<file path="config.mk">
export PLATFORM = sky130hd
export DESIGN_NAME = bus_rr_sched
export DESIGN_NICKNAME = d
export VERILOG_FILES = /design/src/rtl/bus_rr_sched.sv
export SDC_FILE = /design/constraint.sdc
export NUM_CORES = 1
export LEC_CHECK = 0
export ABC_AREA = 1
export ABC_CLOCK_PERIOD_IN_PS = 6700
export CAP_MARGIN = 0
export CORE_MARGIN = 3
export CORE_UTILIZATION = 48
export CTS_BUF_LIST = sky130_fd_sc_hd__clkbuf_4 sky130_fd_sc_hd__clkbuf_8 sky130_fd_sc_hd__clkbuf_16
export CTS_CLUSTER_SIZE = 8
export DETAILED_ROUTE_END_ITERATION = 10
export PLACE_DENSITY = 0.88
export SYNTH_ARGS = -nofsm -noshare
export SYNTH_HDL_FRONTEND = slang
export SYNTH_SLANG_ARGS = --single-unit
</file>
<file path="constraint.sdc">
create_clock -name clk -period 6.7 [get_ports clk]
set_input_delay 1.34 -clock clk [delete_from_list [all_inputs] [get_ports clk]]
set_output_delay 1.34 -clock clk [all_outputs]
set_load 0.01 [all_outputs]
</file>
<file path="src/rtl/bus_rr_sched.sv">
// Round-robin packet bus scheduler: pops one driver at a time,
// decodes the destination and pushes unicast or broadcast.
module bus_rr_sched #(
  parameter int          drvrs     = 16,
  parameter int          pckg_sz   = 16,
  parameter logic [7:0]  broadcast = 8'hFF,
  parameter int          max_burst = 4
) (
  input  logic                       clk,
  input  logic                       reset,
  input  logic [drvrs-1:0]           pndng,
  input  logic [drvrs*pckg_sz-1:0]   D_pop,
  input  logic [drvrs-1:0]           full,
  output logic [drvrs-1:0]           pop,
  output logic [drvrs-1:0]           push,
  output logic [pckg_sz-1:0]         D_push,
  output logic [$clog2(drvrs)-1:0]   grant_id,
  output logic                       busy,
  output logic [15:0]                drop_cnt
);

  localparam int GW = $clog2(drvrs);
  localparam int BW = $clog2(max_burst + 1);

  typedef enum logic [1:0] {
    IDLE,
    POP,
    XFER,
    TURN
  } state_t;

  state_t               state_q, state_d;
  logic [GW-1:0]        grant_q, grant_d;
  logic [GW-1:0]        ptr_q, ptr_d;
  logic [BW-1:0]        burst_q, burst_d;
  logic [pckg_sz-1:0]   data_q, data_d;
  logic [drvrs-1:0]     mask_q, mask_d;
  logic [drvrs-1:0]     pop_q, pop_d;
  logic [drvrs-1:0]     push_q, push_d;
  logic                 done_q, done_d;
  logic [15:0]          drop_q, drop_d;

  logic [GW-1:0]        win_id;
  logic [pckg_sz-1:0]   pop_pkt;
  logic [drvrs-1:0]     pop_mask;
  logic [drvrs-1:0]     cur_mask;
  logic                 eval;

  // First requester at or after start, wrapping around.
  function automatic logic [GW-1:0] rr_pick(
    input logic [drvrs-1:0] req,
    input logic [GW-1:0]    start
  );
    logic found;
    int   idx;
    rr_pick = start;
    found   = 1'b0;
    for (int k = 0; k < drvrs; k++) begin
      idx = int'(start) + k;
      if (idx >= drvrs) idx = idx - drvrs;
      if (!found && req[idx]) begin
        found   = 1'b1;
        rr_pick = GW'(idx);
      end
    end
  endfunction

  function automatic logic [drvrs-1:0] onehot(
    input logic [GW-1:0] idx
  );
    onehot      = '0;
    onehot[idx] = 1'b1;
  endfunction

  // Empty mask means the packet is undeliverable and gets dropped.
  function automatic logic [drvrs-1:0] dest_mask(
    input logic [pckg_sz-1:0] pkt,
    input logic [GW-1:0]      src
  );
    logic [7:0] dest;
    dest      = pkt[pckg_sz-1 -: 8];
    dest_mask = '0;
    if (dest == broadcast) begin
      dest_mask      = '1;
      dest_mask[src] = 1'b0;
    end else if (int'(dest) < drvrs && dest[GW-1:0] != src) begin
      dest_mask[dest[GW-1:0]] = 1'b1;
    end
  endfunction

  assign win_id   = rr_pick(pndng, ptr_q);
  assign pop_pkt  = D_pop[int'(grant_q)*pckg_sz +: pckg_sz];
  assign pop_mask = dest_mask(pop_pkt, grant_q);

  // Next-state logic for the grant FSM and its registered outputs.
  always_comb begin
    state_d  = state_q;
    grant_d  = grant_q;
    ptr_d    = ptr_q;
    burst_d  = burst_q;
    data_d   = data_q;
    mask_d   = mask_q;
    pop_d    = '0;
    push_d   = '0;
    done_d   = done_q;
    drop_d   = drop_q;
    cur_mask = mask_q;
    eval     = 1'b0;
    unique case (state_q)
      IDLE: begin
        if (|pndng) begin
          grant_d = win_id;
          pop_d   = onehot(win_id);
          state_d = POP;
        end
      end
      POP: begin
        data_d   = pop_pkt;
        mask_d   = pop_mask;
        cur_mask = pop_mask;
        done_d   = 1'b0;
        eval     = 1'b1;
        state_d  = XFER;
      end
      XFER: begin
        if (done_q) begin
          done_d = 1'b0;
          if (pndng[grant_q] && burst_q < BW'(max_burst)) begin
            pop_d   = onehot(grant_q);
            state_d = POP;
          end else begin
            state_d = TURN;
          end
        end else begin
          eval = 1'b1;
        end
      end
      TURN: begin
        ptr_d   = (int'(grant_q) == drvrs - 1) ? '0
                                               : grant_q + GW'(1);
        burst_d = '0;
        state_d = IDLE;
      end
      default: state_d = IDLE;
    endcase
    if (eval) begin
      if (cur_mask == '0) begin
        done_d = 1'b1;
        if (drop_q != 16'hFFFF) drop_d = drop_q + 16'd1;
      end else if ((cur_mask & full) == '0) begin
        push_d  = cur_mask;
        done_d  = 1'b1;
        burst_d = burst_q + BW'(1);
      end
    end
  end

  // State and output registers with synchronous reset.
  always_ff @(posedge clk) begin
    if (reset) begin
      state_q <= IDLE;
      grant_q <= '0;
      ptr_q   <= '0;
      burst_q <= '0;
      data_q  <= '0;
      mask_q  <= '0;
      pop_q   <= '0;
      push_q  <= '0;
      done_q  <= 1'b0;
      drop_q  <= '0;
    end else begin
      state_q <= state_d;
      grant_q <= grant_d;
      ptr_q   <= ptr_d;
      burst_q <= burst_d;
      data_q  <= data_d;
      mask_q  <= mask_d;
      pop_q   <= pop_d;
      push_q  <= push_d;
      done_q  <= done_d;
      drop_q  <= drop_d;
    end
  end

  assign pop      = pop_q;
  assign push     = push_q;
  assign D_push   = data_q;
  assign grant_id = grant_q;
  assign busy     = (state_q != IDLE);
  assign drop_cnt = drop_q;

endmodule

</file>
==> qor.txt, run 1 <==
# DRC: 0
Synth area leaders: dfxtp_1, nand2_1, nor2_1, nand3_1, o21ai_0
Mapped cell area: 8920 um^2
Pwr Density: 352 nW/um^2
CTS sink count: 94
Pre-CTS setup slack: 1.85 ns
Layout cells sized above 1: 6.63%
Vias in the first global route: 10,911
Critical Path Fanout Max: 17
Num rows: 49
First-pass GRT wire length: 57.2 mm
Seq/Total Area, Yosys: 21.1%
H-tree levels: 3
F_max: 199 MHz
CP Capture Type: flip-flop
Hpwl dp: 29.2 mm
Max-slew violation count: 0
IO buf count: 358
GP Congestion: 1.02
Synth warn: 0
Io pins: 359
Setup Skew: 0.00835 ns
Syn Inst Count: 1,515
Required @ worst endpoint: 6.96 ns
Wire per inst: 18.4 um
Buffer count from post-CTS setup fixing: 0
Status: finished, final reports clean
Worst skew pair latency: 0.36 ns
Fillcell total: 1,591
TritonCTS Buffers: 9
# setup viols final: 0
Non-filler instance count after layout: 2,039
Post-synth top area cell: dfxtp_1
Register area: 1890 um^2
Total GRT Usage: 35.4%
Syn_nets: 1,822
Starting Density: 49.3%
Clk slew on worst S/H paths: 0.07 ns
DR iter-0 viols: 1,197
Post-layout power: 4470 uW
DR pass1 iterations: 6
Layout Nets: 2,112
Count of flip-flops with a built-in enable after synthesis: 0
Worst slew pin tran: 0.938 ns
VDD IR-drop max: 0.209 mV
RSZ-0062 raised after global routing: false
Minimum clock period: 5.03 ns
Hold-fix buffers, CTS: 0
Worst path max stage delay: 0.81 ns
CTS Buffer Depth: 2
Synthesis-to-layout area growth: 42.2%
Reg2Reg Launch Point: ptr_q[1]$_SDFFE_PP0P_
Cells after DPL: 2,023
Congestion Overflow GR: 0
Detail Route Antenna Nets: 0
Final period util: 75.1%
Die area: 20,300 um^2
DR vias/cell: 5.74
Min-Delay Path Class: flip-flop to flip-flop
Vias: 11,712
Pin count of the biggest net entering global routing: 83
Root Driver: clkbuf_16
WS Path Type: flip-flop to flip-flop
Worst hold slack: 0.515 ns
Slowest CP cell: dfxtp_1
Final hold violations: 0
Most used flip-flop cell after synthesis: dfxtp_1
Unique masters post-synth: 49
Post-CTS Resized: 0
Max-Slew Margin vs Limit: 37.4%
Yosys top cell area share: 21.1%
Async SR Flop Fraction: 0%
Final wirelength: 37.5 mm
Area of the multi-input gates: 6060 um^2
Core ar.: 18,100 um^2
Antenna violations before repair: 2
Setup TNS: 0 ns
CTS tree: built
Synth Register Bits: 94
CP most frequent cell: nand2_1
Hold_sp: drop_cnt[8]$_SDFFE_PP0P_
Worst EP arrival: 5.30 ns
CP startpoint: ptr_q[1]$_SDFFE_PP0P_
Syn avg cell area: 5.89 um^2
Critical Path Start Type: flip-flop
Setup WS post-layout: 1.67 ns
Chip Width: 142 um
Total of max-cap violations: 0
Height of the die: 142 um
Leakage: 0.00512 uW
==> flip-flops by register name, summed over array words and instances (netlist names) <==
register,flops
D_push,16
push,16
pop,16
state_q,2
grant_id,4
done_q,1
drop_cnt,16
ptr_q,4
mask_q,16
burst_q,3
==> where the power goes <==
part	switching, uW	leakage (uW)	total, uW	internal, uW
registers	154	0.000763	815	661
logic	2080	0.00421	3130	1040
clock network	227	0.000146	530	304
total	2460	0.00512	4470	2010
==> stage by stage <==
step / util (%) / instance area [um^2]
finish: 70.2 / 12700
global placement: 68.5 / 12400
global route: 70.2 / 12700
CTS: 70.1 / 12700
detailed placement: 68.5 / 12400
floorplan: - / 8920
==> cells in the final DEF (no fill, tap or decap), types with 3 or more instances in the layout <==
cell type	netlist	layout
a21oi_1	77	77
a21oi_2	3	3
a41oi_1	8	8
buf_4	15	7
clkbuf_16	0	9
clkdlybuf4s50_1	0	357
dfxtp_1	94	92
ha_1	17	16
inv_1	113	113
inv_2	20	19
inv_4	2	3
nand2_1	321	321
nand2_2	15	15
nand2_4	4	4
nand3_1	145	145
nand3_2	9	9
nand4_1	18	18
nor2_1	228	228
nor2_2	8	8
nor2_4	5	5
nor2_8	3	3
nor3_1	10	10
nor3_2	12	12
nor4_1	3	3
o211ai_1	4	4
o21a_1	5	5
o21ai_0	143	143
o21ai_1	53	53
o22ai_1	63	63
or2_2	3	3
xnor2_1	6	6
xor2_1	18	18
==> synthesized netlist by cell type (8+ instances only) <==
master and instances:
nor3_1 10, o22ai_1 63, buf_6 8, nor2_1 228
nor3_2 12, o21ai_1 53, nand3_2 9, nand2_1 321
nand2_2 15, buf_2 21, a41oi_1 8, nand4_1 18
clkbuf_1 41, nand3_1 145, nor2_2 8, xor2_1 18
dfxtp_1 94, ha_1 17, buf_4 15, a21oi_1 77
inv_2 20, o21ai_0 143, inv_1 113
==> path summary, 6_finish.rpt <==
kind                              end  slack, ns  cells past startpoint
max                pop[13]$_SDFF_PP0_       1.67                     29
min          drop_cnt[8]$_SDFFE_PP0P_       0.52                      2
max reg2reg        pop[13]$_SDFF_PP0_       1.67                     29
min reg2reg  drop_cnt[8]$_SDFFE_PP0P_       0.52                      2
==> worst max-delay path, delay by kind of cell, from the launching register on <==
family | cells | cell delay, ns
adders and majority gates | 1 | 0.53
DFF | 1 | 0.81
buffers and inverters | 3 | 0.78
AOI/OAI and AO/OA | 1 | 0.20
and+or+nand+nor | 24 | 2.60
==> per-layer routing <==
layer	share of wire, %	vias to the layer above	track usage, %
met4	4.2	2	13.9
met5	0.035	-	0
met2	49	650	62.2
met3	9.2	107	7.22
met1	38	5320	42.5
li1	-	5633	-
==> kinds of logic after synthesis <==
| group | count (synthesis) | synth area share, % |
|---|---|---|
| AOI/OAI and AO/OA | 365 | 22.5 |
| xor gates and xnor gates | 25 | 2.54 |
| adders and majority gates | 17 | 2.38 |
| buffers and inverters | 222 | 11.0 |
| DFF | 94 | 21.1 |
| muxes | 2 | 0.224 |
| and+or+nand+nor | 790 | 40.3 |
==> cell type report <==
type	instances	area share, %
Multi-Input combinational cell	1199	47.8
Timing Repair Buffer	365	28.6
Sequential cell	94	14.9
Inverter	136	4.08
Tap cell	229	2.26
Clock buffer	11	1.94
Clock inverter	4	0.434
Antenna cell	1	0.0197
Power figures use the tool's default switching activity.
==> inputs of run 2 (changes only) <==
--- a/config.mk
+++ b/config.mk
@@ -6,14 +6,14 @@
 export NUM_CORES = 1
 export LEC_CHECK = 0
 export ABC_AREA = 1
-export ABC_CLOCK_PERIOD_IN_PS = 6700
+export ABC_CLOCK_PERIOD_IN_PS = 4500
 export CAP_MARGIN = 0
 export CORE_MARGIN = 3
-export CORE_UTILIZATION = 48
+export CORE_UTILIZATION = 41
 export CTS_BUF_LIST = sky130_fd_sc_hd__clkbuf_4 sky130_fd_sc_hd__clkbuf_8 sky130_fd_sc_hd__clkbuf_16
 export CTS_CLUSTER_SIZE = 8
 export DETAILED_ROUTE_END_ITERATION = 10
-export PLACE_DENSITY = 0.88
+export PLACE_DENSITY = 0.8
 export SYNTH_ARGS = -nofsm -noshare
 export SYNTH_HDL_FRONTEND = slang
 export SYNTH_SLANG_ARGS = --single-unit
==> constraint.sdc (replaced) <==
create_clock -name clk -period 4.5 [get_ports clk]
set_input_delay 0.9 -clock clk [delete_from_list [all_inputs] [get_ports clk]]
set_output_delay 0.9 -clock clk [all_outputs]
set_load 0.01 [all_outputs]
==> run 2 against run 1 <==
  * Count of clock-buffer cells in the layout is 1 lower
  * Worst hold slack worse by 0.022 ns
  * Power is 52% higher
  * Largest power group unchanged
==> qor.txt, run 2 (synthesis gave the netlist of run 1 again) <==
Status: finished, final reports clean
Total of max-cap violations: 0 (unchanged)
CP top delay family: simple AND/OR/NAND/NOR gates
Worst EP arrival: 4.31 ns (-0.99 ns)
Psw: 3690 uW (+50%)
CTS sink count: 94 (unchanged)
Slowest CP cell: clkdlybuf4s50_1
Synthesis-to-layout area growth: 45.2%
Layout Nets: 2,138 (+1.2%)
DR iter-0 viols: 1,051 (-12%)
Clock power share: 12.0% (about the same)
GP Congestion: 0.997 (-2.0%)
CP Capture Type: flip-flop
Required @ worst endpoint: 4.74 ns (-2.22 ns)
Buffer count from post-CTS setup fixing: 0 (unchanged)
Hpwl dp: 29.9 mm (+2.7%)
Most common cell after layout, fill and taps aside: clkdlybuf4s50_1
Min-Delay Path Class: flip-flop to flip-flop
DR vias/cell: 5.49 (-4.5%)
Worst path cell trace: clkdlybuf4s50_1 -> o21ai_1 -> o22ai_1 -> nand2_1 -> nand3_1 -> a21oi_1 -> nor3_2 -> nand2_4 -> inv_2 -> nand2_1 -> a31oi_2 -> o22ai_1 -> nor2_1 -> nand2_1 -> nor2_4 -> nand2_2 -> buf_4 -> nor3_1
Vias: 11,589 (-1.1%)
Combinational power share: 71.3% (+1.4 points)
Pin count of the biggest net entering global routing: 71 (-14%)
Hold-fix buffers, CTS: 0 (unchanged)
Die area: 23,600 um^2 (+16%)
CP most frequent cell: nand2_1
Starting Density: 42.1% (-7.3 points)
TritonCTS Buffers: 9 (unchanged)
Vias in the first global route: 10,909 (-0.018%)
Pre-CTS setup slack: 0.124 ns (-1.72 ns)
Max-slew violation count: 0 (unchanged)
IO buf count: 358 (unchanged)
Congestion Overflow GR: 0 (unchanged)
H-tree levels: 3 (unchanged)
Layout cells sized above 1: 8.01% (+1.4 points)
Num rows: 53 (+8.2%)
VDD IR-drop max: 0.227 mV (+8.8%)
CTS tree: built
DR pass1 iterations: 5 (-1)
Final hold violations: 0 (unchanged)
Wire per inst: 17.8 um (-3.2%)
Worst slew pin tran: 0.844 ns (-0.0944 ns)
WS Path Type: input port to flip-flop
Antenna violations before repair: 1 (-1)
P_int: 3110 uW (+55%)
RSZ-0062 raised after global routing: false
FF-to-FF setup slack: 0.45 ns (-1.22 ns)
First-pass GRT wire length: 57.6 mm (+0.77%)
Io pins: 359 (unchanged)
Clk slew on worst S/H paths: 0.07 ns (about the same)
Worst path max stage delay: 0.48 ns (-0.33 ns)
Total GRT Usage: 30.2% (-5.3 points)
Root Driver: clkbuf_16
CTS Buffer Depth: 2 (unchanged)
Minimum clock period: 4.08 ns
Leakage: 0.00525 uW (+2.7%)
Setup Skew: 0.00942 ns (+0.00107 ns)
Max-Slew Margin vs Limit: 43.5% (+6.2 points)
Leading cell types in the layout, fill and taps excluded: clkdlybuf4s50_1, nand2_1, nor2_1, nand3_1, o21ai_0
Worst skew pair latency: 0.36 ns (about the same)
# DRC: 0 (unchanged)
# setup viols final: 0 (unchanged)
Setup TNS: 0 ns (unchanged)
Height of the die: 154 um (+7.9%)
Critical Path Start Type: input port
F_max: 245 MHz
Detail Route Antenna Nets: 0 (unchanged)
Buf/Inv on CP: 3 (unchanged)
Final wirelength: 37.6 mm (+0.31%)
Chip Width: 154 um (+7.9%)
Setup WS post-layout: 0.425 ns (-1.24 ns)
Final period util: 90.6%
Post-CTS Resized: 0 (unchanged)
Switch share: 54.2% (-0.82 points)
Pwr Density: 525 nW/um^2 (+49%)
Critical Path Fanout Max: 18 (+1)
Fillcell total: 2,054 (+29%)
Core ar.: 21,200 um^2 (+17%)
Sequential share of power: 16.6% (-1.6 points)
==> run 2: cell types whose count changed in the layout (fill, tap and decap cells not counted) <==
cell / previous run / this run
clkinv_4: 1 / 2
inv_8: 0 / 1
clkbuf_4: 1 / 0
clkinvlp_4: 1 / 0
inv_6: 1 / 2
buf_4: 7 / 33
==> run 2: per-stage QoR <==
stage	hold WS (ns)	instances	power, uW	cell area [um^2]	utilization [%]
floorplan	0.479	1515	4380	8920	-
global placement	0.464	2095	5860	12600	59.6
detailed placement	0.474	2095	5910	12600	59.6
CTS	0.492	2111	6740	13000	61.0
global route	0.535	2112	7350	13000	61.1
finish	0.493	2112	6800	13000	61.1
==> run 2: layer usage <==
metal / vias up / GRT usage, % / wire length, um
met5: - / 0 / 0
met4: 0 / 15.3 / 1920
met3: 103 / 4.98 / 2930
met2: 545 / 51.6 / 18200
met1: 5251 / 36.6 / 14600
li1: 5690 / - / -
==> run 2: final cells by class <==
cell class / instances / area, um^2 / area share [%]
clock buffer: 10 / 239 / 1.84
inverter: 136 / 518 / 4.00
multi-input combinational: 1199 / 6060 / 46.8
sequential: 94 / 1890 / 14.6
timing repair buffer: 391 / 3830 / 29.5
tap: 275 / 344 / 2.66
antenna: 1 / 2.50 / 0.0193
clock inverter: 6 / 76.3 / 0.589
==> run 2: path summary, 6_finish.rpt <==
path                             from                       to  cells after the start
min           D_push[10]$_SDFFE_PP0N_  D_push[10]$_SDFFE_PP0N_                      2
max                         D_pop[31]       push[1]$_SDFF_PP0_                     18
max reg2reg  grant_id[0]$_SDFFE_PP0P_       push[1]$_SDFF_PP0_                     21
min reg2reg   D_push[10]$_SDFFE_PP0N_  D_push[10]$_SDFFE_PP0N_                      2
==> run 2: power by group through the flow <==
| stage | clock [uW] | sequential, uW | combinational, uW |
|---|---|---|---|
| global route | 859 | 1150 | 5350 |
| finish | 819 | 1130 | 4850 |
| floorplan | 0 | 1130 | 3250 |
| global placement | 0 | 1140 | 4720 |
| CTS | 831 | 1130 | 4780 |
| detailed placement | 0 | 1150 | 4760 |
==> run 2: worst register-to-register path, stage by stage, from the launching register on <==
cell	delay, ns
dfxtp_4	0.44
inv_4	0.39
buf_4	0.32
o21ai_0	0.10
o22ai_1	0.14
nand2_1	0.07
nand2_1	0.14
nor2_1	0.07
nor2_1	0.13
inv_2	0.08
nor3_4	0.16
nand2_4	0.15
inv_2	0.17
nand2_1	0.10
a31oi_2	0.27
o22ai_1	0.11
nor2_1	0.13
nand2_1	0.13
nor2_4	0.22
nand2_2	0.10
buf_4	0.21
nor3_1	0.29
